**src/rtl/mux_pkg.sv**
```systemverilog
// Shared constants, types and sizing helper for the N-way registered stream mux.
package mux_pkg;

  localparam int DATA_W = 16;

  typedef enum logic {
    EMPTY = 1'b0,
    FULL  = 1'b1
  } out_state_e;

  // Width of a channel index; never below 1 so a degenerate N still yields a legal vector.
  function automatic int chan_w(input int n);
    return (n > 1) ? $clog2(n) : 1;
  endfunction

endpackage

```
**src/rtl/rr_grant.sv**
```systemverilog
// Round-robin grant: first valid channel searching upward from ptr+1 with wrap.
// Purely combinational; gnt_vld_o is low when no channel is valid.
module rr_grant #(
  parameter int N    = 4,
  parameter int SELW = 2
) (
  input  logic [N-1:0]    vld_i,
  input  logic [SELW-1:0] ptr_i,
  output logic [SELW-1:0] gnt_o,
  output logic            gnt_vld_o
);

  int         idx;
  logic [N-1:0] vld_sh;

  always_comb begin
    gnt_o     = '0;
    gnt_vld_o = 1'b0;
    idx       = 0;
    vld_sh    = '0;
    for (int k = 1; k <= N; k++) begin
      idx    = (int'(ptr_i) + k) % N;
      vld_sh = vld_i >> idx;
      if (!gnt_vld_o && vld_sh[0]) begin
        gnt_o     = SELW'(idx);
        gnt_vld_o = 1'b1;
      end
    end
  end

endmodule

```
**src/rtl/mux_nx1_stream.sv**
```systemverilog
// N-way, WIDTH-bit registered stream mux with a one-entry output register; 1-cycle latency.
// Optional round-robin arbitration and the Rr_mode port exist only when ROUND_ROBIN_EN is defined.
module mux_nx1_stream
  import mux_pkg::*;
#(
  parameter int WIDTH = DATA_W,
  parameter int N     = 4,
  parameter int SELW  = chan_w(N)
) (
  input  logic               CLK,
  input  logic               RST_N,
  input  logic [N*WIDTH-1:0] In_data,
  input  logic [N-1:0]       In_valid,
  output logic [N-1:0]       In_ready,
  input  logic [SELW-1:0]    Sel,
`ifdef ROUND_ROBIN_EN
  input  logic               Rr_mode,
`endif
  output logic [WIDTH-1:0]   Out_data,
  output logic [SELW-1:0]    Out_chan,
  output logic               Out_valid,
  input  logic               Out_ready
);

  out_state_e       state_q, state_d;
  logic [WIDTH-1:0] dat_q, dat_d;
  logic [SELW-1:0]  chan_q, chan_d;

  logic             load;
  logic [SELW-1:0]  grant;
  logic             grant_vld;
  logic             xfer;
  logic [WIDTH-1:0] sel_dat;

  assign load = (state_q == EMPTY) | Out_ready;

`ifdef ROUND_ROBIN_EN
  logic [SELW-1:0] ptr_q, ptr_d;
  logic [SELW-1:0] rr_gnt;
  logic            rr_gnt_vld;

  rr_grant #(
    .N    (N),
    .SELW (SELW)
  ) u_rr_grant (
    .vld_i     (In_valid),
    .ptr_i     (ptr_q),
    .gnt_o     (rr_gnt),
    .gnt_vld_o (rr_gnt_vld)
  );

  assign grant     = Rr_mode ? rr_gnt : Sel;
  assign grant_vld = Rr_mode ? rr_gnt_vld : (int'(Sel) < N);

  always_comb begin
    ptr_d = ptr_q;
    if (xfer && Rr_mode) ptr_d = grant;
  end

  always_ff @(posedge CLK) begin
    if (!RST_N) ptr_q <= SELW'(N - 1);
    else        ptr_q <= ptr_d;
  end
`else
  assign grant     = Sel;
  assign grant_vld = (int'(Sel) < N);
`endif

  // Ready is offered to the granted channel regardless of its valid, so Sel mode never loops valid->ready.
  always_comb begin
    In_ready = '0;
    sel_dat  = '0;
    for (int i = 0; i < N; i++) begin
      if (grant_vld && (grant == SELW'(i))) begin
        In_ready[i] = load;
        sel_dat     = In_data[i*WIDTH +: WIDTH];
      end
    end
  end

  assign xfer = |(In_ready & In_valid);

  always_comb begin
    state_d = state_q;
    dat_d   = dat_q;
    chan_d  = chan_q;
    if (xfer) begin
      state_d = FULL;
      dat_d   = sel_dat;
      chan_d  = grant;
    end else if (Out_ready) begin
      state_d = EMPTY;
    end
  end

  always_ff @(posedge CLK) begin
    if (!RST_N) begin
      state_q <= EMPTY;
      dat_q   <= '0;
      chan_q  <= '0;
    end else begin
      state_q <= state_d;
      dat_q   <= dat_d;
      chan_q  <= chan_d;
    end
  end

  assign Out_valid = (state_q == FULL);
  assign Out_data  = dat_q;
  assign Out_chan  = chan_q;

endmodule

```
**config.mk**
```make
export PLATFORM = sky130hd
export DESIGN_NAME = mux_nx1_stream
export DESIGN_NICKNAME = d
export VERILOG_FILES = /design/src/rtl/mux_pkg.sv /design/src/rtl/rr_grant.sv /design/src/rtl/mux_nx1_stream.sv
export SDC_FILE = /design/constraint.sdc
export NUM_CORES = 1
export LEC_CHECK = 0
export BUFFER_PORTS_ARGS = -buffer_cell sky130_fd_sc_hd__buf_2
export CORE_MARGIN = 3
export CORE_UTILIZATION = 43
export CTS_CLUSTER_DIAMETER = 30
export CTS_CLUSTER_SIZE = 8
export DETAILED_ROUTE_END_ITERATION = 7
export PLACE_DENSITY = 0.92
export SLEW_MARGIN = 5
export SYNTH_ARGS = -nofsm -noshare
export SYNTH_HDL_FRONTEND = slang
export SYNTH_SLANG_ARGS = --single-unit
```
**constraint.sdc**
```tcl
create_clock -name CLK -period 2 [get_ports CLK]
set_clock_uncertainty 0.05 [all_clocks]
set_input_delay 0.1 -clock CLK [delete_from_list [all_inputs] [get_ports CLK]]
set_output_delay 0.1 -clock CLK [all_outputs]
set_load 0.02 [all_outputs]
```
==> Word level (Yosys, flattened, before mapping) <==
Cells that the tools add are included.
W data, S select, Z words.
{ "classes": {"n_eq_ne": 3, "n_reduce_logical": 3, "muxes": 10, "bitwise": 3} }
{ "op_table": {"columns": ["op", "n"], "rows": [
  ["$mux W16", 4],
  ["$mux W1", 6],
  ["$and A4 B4 Y4", 1],
  ["$eq A2 B2 Y1 const B", 2],
  ["$reduce_or A4 Y1", 1],
  ["$eq A2 B1 Y1 const B", 1],
  ["$logic_not A2 Y1", 1],
  ["$reduce_bool A2 Y1", 1],
  ["$not A1 Y1", 1],
  ["$or A1 B1 Y1", 1]
]} }
{ "totals": {"reg_bits": 19, "input_bits": 73, "elab_cells": 22, "out_inout_bits": 23} }

==> Depth between registers and ports, before layout <==
{ "logic_depth": {"word_depth": 6, "ltp_mapped": 7, "mapped_depth_nobuf": 4} }

==> Least setup slack after synthesis <==
No wires, ideal clock.
{ "synth_path": {"path_type": "register -> register", "startpoint": "reg state_q (netlist: Out_valid)", "endpoint": "reg dat_q[10] (netlist: Out_data[10])", "required_ns": 1.880, "synth_period_minus_slack_ns": 1.516, "path_stages_with_launch": 7, "path_slack_ns": 0.484, "n_path_buf": 2, "setup_time_ns": 0.070, "arrival_ns": 1.396, "cell_sequence": "dfxtp_1 > nor2b_1 > or3_1 > buf_4 > buf_6 > nand3_1 > a21boi_1"} }
{ "synth_via": {"elab_chain_len": 5, "word_cells_on_any_way": 8, "classes_between": "mux: 4; bitwise: 3; reduce/logical: 1"} }
{ "synth_lines": {"columns": ["item", "line", "text"], "rows": [
  ["from (decl)", "mux_nx1_stream.sv:25", "out_state_e state_q, state_d;"],
  ["from (signal assigned)", "mux_nx1_stream.sv:102", "state_q <= state_d;"],
  ["$not A1 Y1 (*)", "mux_nx1_stream.sv:35", "assign load = (state_q == EMPTY) | Out_ready;"],
  ["$or A1 B1 Y1 (*)", "mux_nx1_stream.sv:35", null],
  ["$mux W1", "mux_nx1_stream.sv:74", "if (grant_vld && (grant == SELW'(i))) begin"],
  ["$and A4 B4 Y4 (*)", "mux_nx1_stream.sv:81", "assign xfer = |(In_ready & In_valid);"],
  ["$reduce_or A4 Y1 (*)", "mux_nx1_stream.sv:81", null],
  ["to (signal assigned)", "mux_nx1_stream.sv:103", "dat_q <= dat_d;"],
  ["to (decl)", "mux_nx1_stream.sv:26", "logic [WIDTH-1:0] dat_q, dat_d;"]
]} }
Every way passes the cells marked *; elsewhere a longest branch is shown, timed or not.
A chain may end at the register's enable or synchronous reset.

==> Final worst setup path <==
{ "layout_path": {"startpoint": "reg state_q (netlist: Out_valid)", "endpoint": "reg dat_q[2] (netlist: Out_data[2])"} }
The elaborated chain is that of the path after synthesis.

==> flow_summary_export.csv <==
group,metric,value,unit
worst_setup_path,end_kind,"flip-flop",
die,num_rows,18,
place,place.gp.congestion,0.7591,
timing,timing.final.crit_period,1.777,ns
cells_and_area,drive_above_1_share,59.41,%
power,totalPowerFinal,0.9612,mW
timing,setup_viol,0,
worst_setup_path,cp_max_fo,18,
worst_setup_path,critPathLaunchType,"flip-flop",
cells_and_area,fin_util,65.80,%
drt,drc,2,
flow_run,max_cap_viol_count,0,
worst_setup_path,crit_chain,"nor2b_1 > or3_1 > nand3_1 > a21boi_0",
synthesis,netlist_instances,113,
cells_and_area,area_growth,37.13,%
worst_setup_path,cpMaxStageDelayCell,"or3_1",
worst_setup_path,crit_start,"Out_valid$_SDFFE_PN0P_",
synthesis,synth_top_area_cell,"dfxtp_1",
synthesis,ys_seq_area_share,30.34,%
die,start_util,47.99,%
drt,wl_per_cell,16.59,um
timing,relSlewSlack,60.43,%
synthesis,synthTopCellsByCount,"dfxtp_1, nand3_1, o21ai_0",
clock_network,ctsHoldBuffers,0,
synthesis,synth_ff_type,"dfxtp_1",
die,die_x,60.00,um
die,core-area,2613,um^2
timing,fin_setup_tns,0,ns
cells_and_area,antenna_cells,0,
worst_setup_path,crit_buf_inv,0,
outcome,violations,"design-rule violations",
worst_setup_path,r2r_start,"Out_valid$_SDFFE_PN0P_",
grt,grt_usage,22.02,%
clock_network,cts_num_sinks,19,
place,io_buffer_count,95,
worst_setup_path,path_class,"reg2reg",
timing,fmax,0.5627,GHz
synthesis,synthTopCellsByArea,"dfxtp_1, mux4_2, nand3_1",
grt,grt_pass1_vias,1269,
synthesis,synth.distinct_cells,25,
outcome,run_status,"finished, violations left",
die,io_pins,96,
synthesis,ys_ff_latch,19,
place,dpl.hpwl,3150,um
grt,grt_max_degree,25,
cells_and_area,fin_nets,276,
clock_network,ctsResizeCount,0,
timing,finalMaxSlewViolations,0,
timing,worst_pin_slew,0.5936,ns
synthesis,synth_top_area_share,30.34,%
synthesis,synth_fp_nets,186,
cells_and_area,filler_cell_count,224,
min_path,holdCritPathClass,"in2reg",
timing,rsz0062_at_grt,"false",
power,vdd_ir_drop_max,370.5,uV
synthesis,async_flop_share,0,%
clock_network,cts_tree,"yes",
clock_network,cts_root_buf,"clkbuf_4",
synthesis,synth_area,1254,um^2
clock_network,htree_num_levels,1,
worst_setup_path,crit_required,2.19,ns
die,die-height,60.00,um
drt,dr.pass1.iters,6,
place,post-place-cells,228,
cells_and_area,fin_cells,232,
synthesis,synth-edff-count,0,
grt,antenna_found_initial,0,
clock_network,post_cts_buffers,0,
synthesis,syn_area_per_cell,11.09,um^2
drt,vias_per_cell,5.621,
min_path,min_from,"RST_N",
drt,drt_iter0_markers,35,
clock_network,clockBufferDepth,2,
drt,routed-via-count,1304,
clock_network,cts_buffers,3,
timing,hold_viol_final,0,
worst_setup_path,cpLargestDelayFamily,"simple AND/OR/NAND/NOR gates",
clock_network,clk_latency,0.30,ns
drt,ant_nets,0,
drt,wl,3849,um
grt,overflow,0,
synthesis,yosysWarnings,0,
power,power_density,559.1,nW/um^2
worst_setup_path,cp_data_arrival_time,1.97,ns
clock_network,cts.clk_slew.worst_paths,0.11,ns
synthesis,synth.most_common_cell,"dfxtp_1",
worst_setup_path,cpPeakStageDelay,0.56,ns
power,p_leak,0.8134,nW
timing,min_period_over_period,88.85,%
grt,grt_pass1_wl,5768,um
die,die_area,3599,um^2
-- sequential cells by signal (all words and copies together), names as in the netlist --
signal     count
Out_data      16
Out_valid      1
Out_chan       2
-- path summary, 6_finish.rpt --
| check | end | slack [ns] | cells past startpoint |
|---|---|---|---|
| worst min register to register | Out_data[8]$_SDFFE_PN0P_ | 0.42 | 2 |
| worst min-delay path | Out_valid$_SDFFE_PN0P_ | 0.11 | 2 |
| worst max-delay path | Out_data[2]$_SDFFE_PN0P_ | 0.22 | 4 |
| worst max register to register | Out_data[2]$_SDFFE_PN0P_ | 0.22 | 4 |
-- layout make-up --
cell class / count / area (um^2) / area share [%]
multi-input combinational: 82 / 784.5 / 45.63
timing repair buffer: 97 / 490.5 / 28.53
sequential: 19 / 380.4 / 22.13
tap: 30 / 37.54 / 2.183
clock buffer: 4 / 26.28 / 1.528
-- where the power goes --
group	internal, mW	leakage, nW	total, mW	switching [mW]
Clock	0.0778	0.0150	0.199	0.121
Sequential	0.411	0.156	0.428	0.0170
Combinational	0.165	0.642	0.334	0.170
-- per-layer routing --
| metal | vias to the layer above | wire length, um | global-route usage [%] |
|---|---|---|---|
| li1 | 619 | - | - |
| met1 | 610 | 1309 | 26.81 |
| met2 | 67 | 2189 | 38.27 |
| met3 | 8 | 270 | 3.240 |
| met4 | 0 | 80 | 9.494 |
| met5 | - | 0 | 0 |
-- cells by family (layout without fill, tap and decap cells) --
group                  Yosys count  count (layout)  share of synthesized area (%)
muxes                           18              18                          30.74
and+or+nand+nor                 28              28                          13.37
buffers and inverters           12             101                          7.085
AOI/OAI and AO/OA               36              36                          18.46
DFF                             19              19                          30.34
-- cells in the final DEF (no fill, tap or decap), types with 2 or more instances in the layout --
master	netlist	final
buf_2	5	95
nand3_1	17	17
o21ai_0	17	17
buf_4	2	2
a21boi_0	8	8
clkbuf_4	0	3
dfxtp_1	19	19
mux4_2	16	16
a21boi_1	9	9
-- worst register-to-register path, cell delays in order, from the launching register on --
cell	delay (ns)
dfxtp_1	0.36
nor2b_1	0.39
or3_1	0.57
nand3_1	0.18
a21boi_0	0.17
-- per-stage QoR --
stage,area (um^2),setup slack [ns],hold WS [ns]
2_1_floorplan,1254,0.4836,0.2031
3_3_place_gp,1693,0.3967,0.3991
3_5_place_dp,1693,0.2438,0.4103
4_1_cts,1719,0.2071,0.1096
5_1_grt,1719,0.02873,0.1315
6_report,1719,0.2230,0.1099
No activity file was read; power rests on OpenSTA's default activity.
